[src/rtl/uart_pkg.sv]
// Shared UART constants and types used by the receive path and the transmitter.
package uart_pkg;

  localparam int unsigned UART_OVERSAMPLE = 16;
  localparam int unsigned UART_DATA_BITS  = 8;

  typedef logic [$clog2(UART_OVERSAMPLE)-1:0] edge_cnt_t;
  typedef logic [$clog2(UART_DATA_BITS)-1:0]  bit_cnt_t;
  typedef logic [UART_DATA_BITS-1:0]          uart_byte_t;

  localparam edge_cnt_t UART_MID_START = 4'd7;
  localparam edge_cnt_t UART_LAST_EDGE = 4'd15;
  localparam bit_cnt_t  UART_LAST_BIT  = 3'd7;

  // True on the oversampling tick that lands on the requested edge count.
  function automatic logic tick_at(input logic tick, input edge_cnt_t cnt, input edge_cnt_t target);
    return tick && (cnt == target);
  endfunction

endpackage

[src/rtl/uart_receiver_if.sv]
// Bus-side view of the UART receiver: received byte, level-valid/read handshake, sticky flags.
interface uart_receiver_if;
  import uart_pkg::*;

  logic       rx_read;
  logic       err_clear;
  uart_byte_t rx_data;
  logic       rx_data_valid;
  logic       busy;
  logic       frame_error;
  logic       overrun;

  modport master (
    output rx_read,
    output err_clear,
    input  rx_data,
    input  rx_data_valid,
    input  busy,
    input  frame_error,
    input  overrun
  );

  modport slave (
    input  rx_read,
    input  err_clear,
    output rx_data,
    output rx_data_valid,
    output busy,
    output frame_error,
    output overrun
  );

endinterface

[src/rtl/uart_sync.sv]
// Two-flop synchroniser for asynchronous single-bit inputs (sin, CTS, RTS).
module uart_sync #(
  parameter logic RESET_VALUE = 1'b1
) (
  input  logic clk,
  input  logic rst_n,
  input  logic d,
  output logic q
);

  logic meta_r;
  logic sync_r;

  always_ff @(posedge clk or negedge rst_n) begin
    if (!rst_n) begin
      meta_r <= RESET_VALUE;
      sync_r <= RESET_VALUE;
    end else begin
      meta_r <= d;
      sync_r <= meta_r;
    end
  end

  assign q = sync_r;

endmodule

[src/rtl/uart_receiver.sv]
// 8N1 UART receiver with 16x oversampling, mid-bit sampling and sticky framing/overrun flags.
module uart_receiver
  import uart_pkg::*;
(
  input  logic            clk,
  input  logic            rst_n,
  input  logic            sck_rising_edge,
  input  logic            sin,
  uart_receiver_if.slave  bus
);

  typedef enum logic [2:0] {
    IDLE  = 3'd0,
    START = 3'd1,
    DATA  = 3'd2,
    STOP  = 3'd3,
    BREAK = 3'd4
  } rx_state_e;

  logic       sin_s;
  rx_state_e  state_r;
  rx_state_e  state_nxt_s;
  edge_cnt_t  edges_counter_r;
  edge_cnt_t  edges_nxt_s;
  bit_cnt_t   bits_counter_r;
  bit_cnt_t   bits_nxt_s;
  uart_byte_t shift_reg_r;
  uart_byte_t shift_nxt_s;
  logic       mid_start_s;
  logic       last_edge_s;
  logic       byte_done_s;
  logic       stop_bad_s;

  uart_byte_t rx_data_r;
  logic       rx_data_valid_r;
  logic       frame_error_r;
  logic       overrun_r;

  uart_sync #(.RESET_VALUE(1'b1)) u_sin_sync (
    .clk   (clk),
    .rst_n (rst_n),
    .d     (sin),
    .q     (sin_s)
  );

  assign mid_start_s = tick_at(sck_rising_edge, edges_counter_r, UART_MID_START);
  assign last_edge_s = tick_at(sck_rising_edge, edges_counter_r, UART_LAST_EDGE);

  always_ff @(posedge clk or negedge rst_n) begin
    if (!rst_n) begin
      state_r         <= IDLE;
      edges_counter_r <= 4'd0;
      bits_counter_r  <= 3'd0;
      shift_reg_r     <= 8'h00;
    end else begin
      state_r         <= state_nxt_s;
      edges_counter_r <= edges_nxt_s;
      bits_counter_r  <= bits_nxt_s;
      shift_reg_r     <= shift_nxt_s;
    end
  end

  always_comb begin
    state_nxt_s = state_r;
    edges_nxt_s = edges_counter_r;
    bits_nxt_s  = bits_counter_r;
    shift_nxt_s = shift_reg_r;
    byte_done_s = 1'b0;
    stop_bad_s  = 1'b0;
    case (state_r)
      IDLE: begin
        if (!sin_s) begin
          state_nxt_s = START;
          edges_nxt_s = 4'd0;
        end else begin
          state_nxt_s = IDLE;
        end
      end
      START: begin
        if (mid_start_s) begin
          edges_nxt_s = 4'd0;
          if (sin_s) begin
            state_nxt_s = IDLE;
          end else begin
            state_nxt_s = DATA;
          end
        end else if (sck_rising_edge) begin
          edges_nxt_s = edges_counter_r + 4'd1;
        end else begin
          edges_nxt_s = edges_counter_r;
        end
      end
      DATA: begin
        if (sck_rising_edge) begin
          edges_nxt_s = edges_counter_r + 4'd1;
        end else begin
          edges_nxt_s = edges_counter_r;
        end
        // Sampling at edge 15 after the mid-start realignment lands in the middle of each bit.
        if (last_edge_s) begin
          shift_nxt_s = {sin_s, shift_reg_r[UART_DATA_BITS-1:1]};
          if (bits_counter_r == UART_LAST_BIT) begin
            bits_nxt_s  = 3'd0;
            state_nxt_s = STOP;
          end else begin
            bits_nxt_s  = bits_counter_r + 3'd1;
          end
        end else begin
          shift_nxt_s = shift_reg_r;
        end
      end
      STOP: begin
        if (sck_rising_edge) begin
          edges_nxt_s = edges_counter_r + 4'd1;
        end else begin
          edges_nxt_s = edges_counter_r;
        end
        if (last_edge_s) begin
          if (sin_s) begin
            byte_done_s = 1'b1;
            state_nxt_s = IDLE;
          end else begin
            stop_bad_s  = 1'b1;
            state_nxt_s = BREAK;
          end
        end else begin
          state_nxt_s = STOP;
        end
      end
      BREAK: begin
        // Hold here while the line stays low so a break cannot look like a new start bit.
        if (sin_s) begin
          state_nxt_s = IDLE;
        end else begin
          state_nxt_s = BREAK;
        end
      end
      default: begin
        state_nxt_s = IDLE;
        edges_nxt_s = 4'd0;
        bits_nxt_s  = 3'd0;
      end
    endcase
  end

  // Completion beats a same-cycle read; error set beats a same-cycle clear.
  always_ff @(posedge clk or negedge rst_n) begin
    if (!rst_n) begin
      rx_data_r       <= 8'h00;
      rx_data_valid_r <= 1'b0;
      frame_error_r   <= 1'b0;
      overrun_r       <= 1'b0;
    end else begin
      if (byte_done_s) begin
        rx_data_r       <= shift_reg_r;
        rx_data_valid_r <= 1'b1;
      end else if (bus.rx_read) begin
        rx_data_valid_r <= 1'b0;
      end
      if (byte_done_s && rx_data_valid_r && !bus.rx_read) begin
        overrun_r <= 1'b1;
      end else if (bus.err_clear) begin
        overrun_r <= 1'b0;
      end
      if (stop_bad_s) begin
        frame_error_r <= 1'b1;
      end else if (bus.err_clear) begin
        frame_error_r <= 1'b0;
      end
    end
  end

  assign bus.rx_data       = rx_data_r;
  assign bus.rx_data_valid = rx_data_valid_r;
  assign bus.frame_error   = frame_error_r;
  assign bus.overrun       = overrun_r;
  assign bus.busy          = (state_r != IDLE);

endmodule

[src/flat_wrapper.sv]
// flat-port wrapper written by rule: the top's interface ports become plain ports
module uart_receiver_flat import uart_pkg::*;
  (clk, rst_n, sck_rising_edge, sin, bus_rx_read, bus_err_clear, bus_rx_data, bus_rx_data_valid, bus_busy, bus_frame_error, bus_overrun);
  uart_receiver_if bus_i ();
  input  logic clk;
  input  logic rst_n;
  input  logic sck_rising_edge;
  input  logic sin;
  input wire logic [$bits(bus_i.rx_read)-1:0] bus_rx_read;
  input wire logic [$bits(bus_i.err_clear)-1:0] bus_err_clear;
  output wire logic [$bits(bus_i.rx_data)-1:0] bus_rx_data;
  output wire logic [$bits(bus_i.rx_data_valid)-1:0] bus_rx_data_valid;
  output wire logic [$bits(bus_i.busy)-1:0] bus_busy;
  output wire logic [$bits(bus_i.frame_error)-1:0] bus_frame_error;
  output wire logic [$bits(bus_i.overrun)-1:0] bus_overrun;
  assign bus_i.rx_read = bus_rx_read;
  assign bus_i.err_clear = bus_err_clear;
  assign bus_rx_data = bus_i.rx_data;
  assign bus_rx_data_valid = bus_i.rx_data_valid;
  assign bus_busy = bus_i.busy;
  assign bus_frame_error = bus_i.frame_error;
  assign bus_overrun = bus_i.overrun;
  uart_receiver u_core (.clk(clk), .rst_n(rst_n), .sck_rising_edge(sck_rising_edge), .sin(sin), .bus(bus_i));
endmodule
[config.mk]
export PLATFORM = sky130hd
export DESIGN_NAME = uart_receiver_flat
export DESIGN_NICKNAME = d
export VERILOG_FILES = /design/src/rtl/uart_pkg.sv /design/src/rtl/uart_receiver_if.sv /design/src/rtl/uart_sync.sv /design/src/rtl/uart_receiver.sv /design/src/flat_wrapper.sv
export SDC_FILE = /design/constraint.sdc
export NUM_CORES = 1
export LEC_CHECK = 0
export BUFFER_PORTS_ARGS = -buffer_cell sky130_fd_sc_hd__buf_4
export CAP_MARGIN = 20
export CORE_ASPECT_RATIO = 0.6
export CORE_MARGIN = 4
export CORE_UTILIZATION = 35
export CTS_CLUSTER_DIAMETER = 60
export CTS_CLUSTER_SIZE = 24
export DETAILED_ROUTE_END_ITERATION = 12
export RECOVER_POWER = 100
export SLEW_MARGIN = 10
export SYNTH_ARGS = -nofsm -noshare
export SYNTH_HDL_FRONTEND = slang
export SYNTH_SLANG_ARGS = --single-unit
[constraint.sdc]
create_clock -name clk -period 3.2 [get_ports clk]
set_input_delay 0.64 -clock clk [delete_from_list [all_inputs] [get_ports clk]]
set_output_delay 0.64 -clock clk [all_outputs]
set_load 0.03 [all_outputs]
Word level (Yosys, flattened, before mapping)
Cells that the tools add are included.

storage, ports and cells
  bits of input ports = 6
  register bits after elaboration = 31

operators by class
  reduce and logical (&&, ||, !) cells = 16
  bitwise logic cells = 2
  eq/ne operators = 11
  muxes and demuxes = 26
  $add $sub $neg = 2

operators with widths
  cell                                                    count
  two-way mux 3 bit                                       7
  case mux 4 bit (4 select lines)                         1
  case mux 3 bit (5 select lines)                         1
  two-way mux 1 bit                                       12
  two-way mux 4 bit                                       3
  equality test 3 x 2 -> 1 bit (second input constant)    2
  equality test 3 bit (second input constant)             2
  inequality test 2 x 1 -> 1 bit (second input constant)  3
  case mux 3 bit (2 select lines)                         1
  AND reduction 2 bit                                     3
  nonzero test 2 bit                                      3
  adder 4 x 1 -> 4 bit (second input constant)            1
  equality test 4 x 3 -> 1 bit (second input constant)    1
  equality test 4 bit (second input constant)             1
  logical AND 1 bit                                       4
  OR reduction 4 bit                                      1
  adder 3 x 1 -> 3 bit (second input constant)            1
  equality test 3 x 1 -> 1 bit (second input constant)    1
  zero test 3 bit                                         1
  AND reduction 3 bit                                     1
  nonzero test 3 bit                                      1
  two-way mux 2 bit                                       1
  inequality test 2 bit (second input constant)           1
  NOT 1 bit                                               2
  other kinds (2)                                         2

Logic depth before layout (Yosys ltp)
Gate-level depths: netlist (run 1).

  word-level depth = 7
  depth in mapped cells = 6
  depth with buffers taken out = 5

Modules after synthesis
A second synthesis (run 1) with hierarchy kept.

second synthesis, totals
  cells, all modules = 110
  area total of the unflattened synthesis = 1440.1 um2

modules (own cells, without submodules)
  module         seq. area each (um2)  cells each  area an instance (um2)  times used
  uart_receiver  725.7                 108         1387.6                  1
  uart_sync      52.6                  2           52.6                    1

Least setup slack after synthesis (run 1)
Ideal clock, no wire load.

  kind = input to register
  start point = input sck_rising_edge
  end point = register u_core.shift_reg_r[0]
  arrival = 1.574 ns
  slack = 1.501 ns
  path buffers = 2
  cell stages on the path = 5
  path through = and4_4 buf_6 and3_4 buf_6 mux2_2

between the ends
  word-level cells in the longest chain between the ends = 2

ends and longest elaborated chain
  what                           line                 source
  start: declaration             flat_wrapper.sv:7    input logic sck_rising_edge;
  logical AND 1 bit              uart_pkg.sv:17       return tick && (cnt == target);
  AND reduction 2 bit (no line)  n/a
  end signal: assignment         uart_receiver.sv:59  shift_reg_r <= shift_nxt_s;
  end: declaration               uart_receiver.sv:27  uart_byte_t shift_reg_r;

No other way between the ends.
A chain may end at the register's enable or synchronous reset.

Final worst setup path (run 1)
  start point = register u_core.state_r[0]
  end point = output bus_busy

between the ends
  word-level cells in the longest chain between the ends = 1

ends and longest elaborated chain
  what                      line                  source
  start: declaration        uart_receiver.sv:21   rx_state_e state_r;
  start signal: assignment  uart_receiver.sv:56   state_r <= state_nxt_s;
  nonzero test 3 bit        uart_receiver.sv:177  assign bus.busy = (state_r != IDLE);
  end: declaration          flat_wrapper.sv:13    output wire logic [$bits(bus_i.busy)-1:0] bus_busy;

No other way between the ends.

==> results of run 1 <==
Yosys cell counts, drive strengths merged, types with 2 or more instances:
cell type  instances  area [µm²]
nor2               4        15.0
a21oi              4        20.0
mux2              16         184
a22oi              2        15.0
o22ai              5        31.3
nand3              2        10.0
nand2              4        15.0
dfstp              2        52.6
nand4              3        33.8
buf                3        27.5
inv                8        30.0
a32oi              3        26.3
or3                3        18.8
o2bb2ai            3        26.3
ha                 3        37.5
clkbuf             2        17.5
dfrtp             29         726
a22o               2        17.5
flip-flops by register name (all words and copies together), names as in the netlist:
signal	count
u_core.bits_counter_r	3
u_core.bus.rx_data_valid	1
u_core.bus.rx_data	8
u_core.bus.overrun	1
u_core.bus.frame_error	1
u_core.edges_counter_r	4
u_core.state_r	3
u_core.u_sin_sync.q	1
u_core.u_sin_sync.meta_r	1
u_core.shift_reg_r	8
path summary, 6_finish.rpt:
kind,slack (ps),endpoint,cells past startpoint,startpoint
worst max-delay path,1150,bus_busy,2,u_core.state_r[0]
worst min-delay path,360,u_core.u_sin_sync.q,0,u_core.u_sin_sync.meta_r
worst max register to register,1200,u_core.bus.rx_data[7],4,u_core.edges_counter_r[0]
worst min register to register,360,u_core.u_sin_sync.q,0,u_core.u_sin_sync.meta_r
max in group asynchronous,1470,u_core.bits_counter_r[1],1,rst_n
min in group asynchronous,770,u_core.edges_counter_r[3],1,rst_n
power by group:
| part | leakage [nW] | internal, W | switching, W |
|---|---|---|---|
| combinational | 0.279 | 0.0000634 | 0.0000851 |
| sequential | 0.417 | 0.000427 | 0.0000561 |
| clock | 0.0422 | 0.000152 | 0.000139 |
worst max-delay path: cells and delay by family (launching register included):
family        cells  cell delay, ps
simple gates      1             380
flops             1             530
buf+inv           1             220
layout make-up:
| type | instances | area [µm²] |
|---|---|---|
| Clock buffer | 7 | 76.3 |
| Clock inverter | 1 | 5.00 |
| Fill cell | 352 | 2210 |
| Inverter | 8 | 30.0 |
| Multi-Input combinational cell | 66 | 527 |
| Sequential cell | 31 | 778 |
| Tap cell | 47 | 58.8 |
| Timing Repair Buffer | 17 | 78.8 |
per-stage QoR:
step	utilization	worst slack (ps)	power [W]	std cells	hold WS, ps
after floorplan	-	1500	0.000603	110	344
final	0.413	1150	0.000923	177	358
after detailed placement	0.410	1380	0.000648	169	350
after CTS	0.432	1160	0.000942	177	299
after global placement	0.410	1430	0.000635	169	347
after global routing	0.413	1030	0.000977	177	362
cells by family (layout without fill, tap and decap cells):
logic type | Yosys count | in the layout | synth area share
and+or+nand+nor | 24 | 24 | 0.114
buffers and inverters | 13 | 33 | 0.0535
AOI/OAI and AO/OA | 23 | 23 | 0.120
muxes | 16 | 16 | 0.131
DFF | 31 | 31 | 0.555
adders and majority gates | 3 | 3 | 0.0268
layer usage:
| metal | vias to the layer above | wire, µm | GRT usage |
|---|---|---|---|
| met2 | 25 | 1160 | 0.174 |
| met5 | - | 0 | 0 |
| met4 | 0 | 47 | 0.0524 |
| met1 | 447 | 1270 | 0.146 |
| met3 | 5 | 149 | 0.0474 |
| li1 | 439 | - | - |
==> results.sh, run 1 <==
export IMPL_first_iter_violations=43
export IMPL_drive_gt1_frac=0.238
export IMPL_cp_slowest_cell="dfrtp_1"
export IMPL_worstPathMaxFanout=13
export IMPL_hold_buffers=0
export IMPL_die_area_um2=5120
export IMPL_row_count=17
export IMPL_coreArea_um2=3760
export IMPL_powerDensity_nw_per_um2=594
export IMPL_hold_viol=0
export IMPL_synthesis_nets=119
export IMPL_wl_per_cell_um=14.8
export IMPL_seq_area_frac_synth=0.555
export IMPL_die_x_um=89.7
export IMPL_slew_violations=32
export IMPL_crit_chain="or3_1 > clkbuf_1"
export IMPL_grt_pass1_vias=952
export IMPL_place_hpwl_mm=1.82
export IMPL_critPathKind="flop to primary output"
export IMPL_relSlewSlack=-0.101
export IMPL_violations="capacitance limit, slew limit"
export IMPL_cp_start_kind="flop"
export IMPL_outcome="finished with violations"
export IMPL_ys_flop_type="dfrtp_1"
export IMPL_io_pins=18
export IMPL_clk_path_buf_depth=2
export IMPL_fin_nets=138
export IMPL_grt_overflow=0
export IMPL_clock_root_buffer="clkbuf_8"
export IMPL_vias=916
export IMPL_synth_edf_count=0
export IMPL_areaGrowthSynthToFinish_pct=10.8
export IMPL_portBuffers=17
export IMPL_syn_area_um2=1400
export IMPL_max_freq_ghz=0.487
export IMPL_setup_tns_ps=0
export IMPL_dr_pass1_iters=4
export IMPL_initial_utilization=0.373
export IMPL_setup_viol=0
export IMPL_worstPathRequired_ps=2560
export IMPL_grt_pass1_wl_mm=4.62
export IMPL_drtAntennaViolNets=0
export IMPL_cts_made_buffers=5
export IMPL_drt_total_wl_mm=2.63
export IMPL_insertion_delay_ps=280
export IMPL_n_antenna_cell=0
export IMPL_place_area_um2=1540
export IMPL_critPathMaxStageDelay_ps=530
export IMPL_antenna_found_initial=0
export IMPL_max_cap_viol_count=1
export IMPL_gp_congestion=0.741
export IMPL_rsz0062_at_grt="no"
export IMPL_ys_async_sr_fraction=1.00
export IMPL_grt_util_all_layers=0.115
export IMPL_hold_path_class="flop to flop"
export IMPL_tightest_slew_ps=1650
export IMPL_clk_pin_slew_ps=60
export IMPL_crit_arrival_ps=1410
export IMPL_finalCriticalPeriod_ps=2050
export IMPL_peakVddDrop_v=0.000161
export IMPL_die_h_um=57.0
export IMPL_worstSetupEndpointType="primary output"
export IMPL_final_common_cell="dfrtp_1"
export IMPL_synth_cell_types=34
export IMPL_skew_ps=6.02
export IMPL_post_cts_buffers=0
export IMPL_ctsHtreeMaxLevel=2
export IMPL_leakagePower_nw=0.738
export IMPL_grt_max_degree=32
export IMPL_synth_yosys_warnings=0
export IMPL_finalCritPeriodShare=0.642
export IMPL_cts_sinks=31
export IMPL_mostFrequentLayoutCells="dfrtp_1 (29), mux2_2 (15), clkbuf_1 (15)"
export IMPL_cts_resized=0
export IMPL_final_area_um2=1550
export IMPL_drcViolationCount=0
export IMPL_cts_tree="built"
export IMPL_postSynthCellCount=110
export IMPL_ys_ff_latch=31
export IMPL_avgViaCountPerCell=5.18
export IMPL_synth_area_per_cell_um2=12.8
(Power assumes the default switching activity.)
==> inputs of run 2 (changes only) <==
ABC_AREA = 1   (was default)
clock period = 1.7 ns   (was 3.2 ns; I/O delays follow)
==> run 2 against run 1 <==
- largest cell class unchanged
- the run now ends clean
- clock power is 110% higher
- flip-flop and latch count stayed put
- combinational power grew to 3.8 times the previous value
- die area is 4.2% higher
- power is 130% higher
- critical endpoint unchanged
- wire length is 1.6% lower
- clock skew is 2.8 ps lower
- register-to-register slack worse by 1000 ps
- global-route usage is 0.10 points lower
- critical path type unchanged
- largest power group unchanged
==> results.sh, run 2 <==
export IMPL_outcome="finished, final reports clean"
export IMPL_peakVddDrop_v=0.000654
export IMPL_insertion_delay_ps=270
export IMPL_p_sw_w=0.000707
export IMPL_avgViaCountPerCell=4.38
export IMPL_ctsHtreeMaxLevel=2
export IMPL_cts_tree="built"
export IMPL_synth_top_area_cell="dfrtp_1"
export IMPL_synthAdderAreaFrac=0.0256
export IMPL_reg2reg_setup_slack_ps=180
export IMPL_final_common_cell="nand2_1"
export IMPL_setup_viol=0
export IMPL_tightest_slew_ps=743
export IMPL_yosysTopAreaCellShare=0.494
export IMPL_seq_area_frac_synth=0.530
export IMPL_regToRegStartpoint="u_core.edges_counter_r[0]"
export IMPL_skew_ps=3.21
export IMPL_pwr_share_comb=0.263
export IMPL_rr_worst_depth=8
export IMPL_areaGrowthSynthToFinish_pct=14.1
export IMPL_ys_ff_latch=31
export IMPL_hold_path_class="primary input to flop"
export IMPL_coreArea_um2=3850
export IMPL_internal_power_w=0.00141
export IMPL_wl_per_cell_um=10.5
export IMPL_die_x_um=91.6
export IMPL_met1_length_mm=1.31
export IMPL_powerDensity_nw_per_um2=1260
export IMPL_dr_pass1_iters=4
export IMPL_drive_gt1_frac=0.168
export IMPL_drcViolationCount=0
export IMPL_gp_congestion=0.807
export IMPL_critPathMaxStageDelay_ps=450
export IMPL_grt_overflow=0
export IMPL_row_count=17
export IMPL_final_area_um2=1680
export IMPL_grt_util_all_layers=0.114
export IMPL_p_clk_frac=0.292
export IMPL_grt_max_degree=32
export IMPL_synthesis_nets=175
export IMPL_clock_root_buffer="clkbuf_8"
export IMPL_worstPathRequired_ps=1360
export IMPL_yosysMostFrequentCell="nand2_1"
export IMPL_clk_pin_slew_ps=60
export IMPL_routed_top_layer="met4"
export IMPL_max_cap_viol_count=0
export IMPL_max_freq_ghz=0.624
export IMPL_relSlewSlack=0.505
export IMPL_slew_violations=0
export IMPL_drt_total_wl_mm=2.59
export IMPL_finalCritPeriodShare=0.943
export IMPL_synth_area_per_cell_um2=8.85
export IMPL_r2r_end="u_core.bus.rx_data[3]"
export IMPL_synth_edf_count=0
export IMPL_cts_sinks=31
export IMPL_synth_xor_area_share=0.00596
export IMPL_holdPathEnd="u_core.u_sin_sync.meta_r"
export IMPL_cp_start_kind="flop"
export IMPL_die_h_um=58.2
export IMPL_hold_viol=0
export IMPL_yosys_mux_area_fraction=0
export IMPL_antenna_found_initial=0
export IMPL_first_iter_violations=107
export IMPL_place_area_um2=1650
export IMPL_power_w=0.00212
export IMPL_cp_slowest_cell="dfrtp_1"
export IMPL_syn_area_um2=1470
export IMPL_crit_path_start="u_core.state_r[1]"
export IMPL_swShare=0.333
export IMPL_ys_async_sr_fraction=1.00
export IMPL_critical_path_top_delay_family="flip-flops"
export IMPL_crit_chain="nor2_2 > nand2_1 > buf_4"
export IMPL_io_pins=18
export IMPL_worstSetupEndpointType="primary output"
export IMPL_grt_pass1_wl_mm=4.67
export IMPL_seqPwrFrac=0.445
export IMPL_met2_length_mm=1.07
export IMPL_synth_top_family_by_area="simple AND/OR/NAND/NOR gates"
export IMPL_postSynthCellCount=166
export IMPL_place_hpwl_mm=1.92
export IMPL_synth_simple_area_share=0.245
export IMPL_worst_slack_ps=97.0
export IMPL_leakagePower_nw=0.825
export IMPL_vias=1083
export IMPL_mostFrequentLayoutCells="nand2_1 (50), dfrtp_1 (29), inv_1 (19)"
export IMPL_crit_arrival_ps=1260
export IMPL_n_antenna_cell=0
export IMPL_critPathKind="flop to primary output"
export IMPL_clk_path_buf_depth=2
export IMPL_initial_utilization=0.382
export IMPL_cts_made_buffers=5
export IMPL_routed_wl_met3_um=162
export IMPL_worstPathMaxFanout=6
export IMPL_pre_cts_slack_ps=326
export IMPL_drtAntennaViolNets=0
export IMPL_crit_buf_inv=1
export IMPL_holdPathStages=1
export IMPL_fin_nets=198
export IMPL_synth_common_cells="nand2_1 (47), dfrtp_1 (29), inv_1 (19), nor2_1 (17), o21ai_2 (12)"
export IMPL_synth_compound_area_frac=0.118
export IMPL_post_cts_buffers=0
export IMPL_finalCriticalPeriod_ps=1600
export IMPL_rsz0062_at_grt="no"
export IMPL_ys_flop_type="dfrtp_1"
export IMPL_die_area_um2=5330
export IMPL_grt_pass1_vias=1044
export IMPL_synth_yosys_warnings=0
export IMPL_synth_cell_types=22
export IMPL_ys_top_cells_by_area="dfrtp_1 (49%), nand2_1 (12%), o21ai_2 (7.2%)"
export IMPL_setup_tns_ps=0
export IMPL_holdCritStartpoint="sin"
export IMPL_portBuffers=17
==> run 2: changes by cell type after synthesis, sizes merged, moves of 4 or more <==
cell	delta
mux2	-16
nand3	+8
nor2	+15
o22ai	-4
o21ai	+21
nand2	+49
inv	+14
==> run 2: cell families after synthesis <==
kind of cell / Yosys count
DFF: 31
xor gates and xnor gates: 1
adders and majority gates: 3
and+or+nand+nor: 82
buffers and inverters: 25
AOI/OAI and AO/OA: 24
==> run 2: how the worst max path moves through the flow <==
stage          slack [ps]  cells after the start                    end
4_1_cts                30                      3               bus_busy
6_report              100                      3               bus_busy
3_3_place_gp          340                      3               bus_busy
3_5_place_dp          330                      8  u_core.bus.rx_data[6]
2_1_floorplan         400                      8     u_core.bus.overrun
5_1_grt                30                      3               bus_busy
==> run 2: cell type report <==
type	instances	area, µm²
multi-input cells	110	544
well taps	57	71.3
repair buffers	18	93.8
fillers	378	2170
flip-flops and latches	31	778
inverters	23	88.8
clock buffers	8	100
==> run 2: worst register-to-register path: stages (launching register included) <==
cell and delay, ps:
dfrtp_1 380, ha_1 160, nand2_1 70, clkinv_1 70, nand2_1 100, nor2_1 260
nand2_4 200, nand2_1 90, o21ai_0 80
==> run 2: metal layers <==
metal | GRT usage | vias up
li1 | - | 569
met1 | 0.150 | 483
met2 | 0.157 | 27
met3 | 0.0493 | 4
met4 | 0.0644 | 0
met5 | 0 | -
==> run 2: per-stage QoR <==
stage | std cells | hold slack (ps) | util
final | 247 | 173 | 0.435
after global routing | 247 | 152 | 0.435
after CTS | 247 | 160 | 0.456
after detailed placement | 238 | 299 | 0.427
after global placement | 238 | 292 | 0.427
after floorplan | 166 | 44.4 | -
==> run 2: power groups by stage <==
stage | sequential, W | clock (W) | combinational [W]
floorplan | 0.000930 | 0 | 0.000457
global placement | 0.000945 | 0 | 0.000560
detailed placement | 0.000949 | 0 | 0.000587
CTS | 0.000938 | 0.000644 | 0.000591
global route | 0.000958 | 0.000688 | 0.000667
finish | 0.000944 | 0.000619 | 0.000558
==> run 2: repair_timing <==
item                                    4_1_cts  5_1_grt
endpoints found under the setup margin        0        1
gates resized for setup                       0        1
hold buffers                                  1        0
endpoints found under the hold margin        23        0
==> inputs of run 3 (changes only) <==
CORE_ASPECT_RATIO = 1.5   (was 0.6)
==> run 3 against run 2 <==
- critical path depth stayed put
- die area is 0.23% lower
- setup slack better by 42 ps
==> results.sh, run 3 (synthesized netlist as in run 2, its figures left out) <==
export IMPL_outcome="finished, final reports clean"
export IMPL_cts_made_buffers=5
export IMPL_clock_root_buffer="clkbuf_8"
export IMPL_regToRegStartpoint="u_core.edges_counter_r[0]"
export IMPL_max_freq_ghz=0.641
export IMPL_rr_worst_depth=7
export IMPL_die_h_um=87.3
export IMPL_clk_pin_slew_ps=70
export IMPL_critPathKind="flop to primary output"
export IMPL_worstPathMaxFanout=6
export IMPL_peakVddDrop_v=0.000804
export IMPL_worstSetupEndpointType="primary output"
export IMPL_ctsHtreeMaxLevel=2
export IMPL_row_count=28
export IMPL_drtAntennaViolNets=0
export IMPL_slew_violations=0
export IMPL_final_area_um2=1640
export IMPL_die_x_um=60.9
export IMPL_worst_slack_ps=139
export IMPL_portBuffers=17
export IMPL_place_hpwl_mm=1.94
export IMPL_cts_tree="built"
export IMPL_max_cap_viol_count=0
export IMPL_n_antenna_cell=0
export IMPL_mostFrequentLayoutCells="nand2_1 (49), dfrtp_1 (29), o21ai_0 (20)"
export IMPL_worstPathRequired_ps=1360
export IMPL_antenna_found_initial=0
export IMPL_tightest_slew_ps=775
export IMPL_rsz0062_at_grt="no"
export IMPL_r2r_end="u_core.bits_counter_r[1]"
export IMPL_areaGrowthSynthToFinish_pct=11.4
export IMPL_grt_pass1_vias=1075
export IMPL_relSlewSlack=0.483
export IMPL_skew_ps=5.32
export IMPL_cts_sinks=31
export IMPL_drcViolationCount=0
export IMPL_insertion_delay_ps=270
export IMPL_avgViaCountPerCell=4.62
export IMPL_finalCritPeriodShare=0.918
export IMPL_coreArea_um2=3990
export IMPL_fin_nets=197
export IMPL_drt_total_wl_mm=2.64
export IMPL_gp_congestion=0.775
export IMPL_grt_util_all_layers=0.115
export IMPL_setup_viol=0
export IMPL_setup_tns_ps=0
export IMPL_grt_pass1_wl_mm=4.66
export IMPL_place_area_um2=1630
export IMPL_leakagePower_nw=0.809
export IMPL_io_pins=18
export IMPL_cp_start_kind="flop"
export IMPL_drive_gt1_frac=0.148
export IMPL_initial_utilization=0.368
export IMPL_power_w=0.00216
export IMPL_dr_pass1_iters=4
export IMPL_die_area_um2=5320
export IMPL_final_common_cell="nand2_1"
export IMPL_crit_arrival_ps=1220
export IMPL_grt_overflow=0
export IMPL_pre_cts_slack_ps=315
export IMPL_final_util=0.410
export IMPL_grt_max_degree=32
export IMPL_hold_path_class="primary input to async pin"
export IMPL_first_iter_violations=23
export IMPL_finalCriticalPeriod_ps=1560
export IMPL_vias=1080
export IMPL_hold_viol=0
export IMPL_clk_path_buf_depth=2
export IMPL_powerDensity_nw_per_um2=1320
export IMPL_reg2reg_setup_slack_ps=310
export IMPL_wl_per_cell_um=11.3
run 3: what timing repair did:
item                       in CTS  in global routing
setup buffers                   0                  0
hold buffers                    0                  0
setup endpoints to repair       0                  1
gates resized for setup         0                  1
run 3: critical path: stages, from the launching register on:
cell and delay [ps]:
dfrtp_1 440, nor2_2 240, nand2_1 70, clkbuf_2 190
run 3: through the flow:
step / hold WS [ps] / instances
floorplan: 44.4 / 166
global placement: 303 / 226
detailed placement: 304 / 226
CTS: 5.68 / 234
global route: 165 / 234
finish: 128 / 234
run 3: area by class of cell:
class                      count  area, µm²
fill                         455       2360
sequential                    31        778
multi-input combinational    110        528
clock buffer                   7       96.3
inverter                      23       88.8
timing repair buffer          17       81.3
tap                           45       56.3
clock inverter                 1       7.51
run 3: where the power goes:
part,switching [W],leakage (nW),internal (W)
combinational,0.000372,0.346,0.000199
sequential,0.0000963,0.412,0.000845
clock,0.000279,0.0505,0.000368
run 3: metal layers:
layer,routed length [µm],up-vias,global-route usage
li1,-,559,-
met1,1180,501,0.143
met2,1340,16,0.193
met3,93,4,0.0223
met4,36,0,0.0414
met5,0,-,0
run 3: how the worst max path moves through the flow:
stage,from,to,slack [ps]
floorplan,u_core.edges_counter_r[0],u_core.bus.overrun,400
global placement,u_core.state_r[1],bus_busy,340
detailed placement,u_core.edges_counter_r[0],u_core.bus.rx_data[5],320
CTS,u_core.state_r[0],bus_busy,70
global route,u_core.state_r[1],bus_busy,40
finish,u_core.state_r[1],bus_busy,140
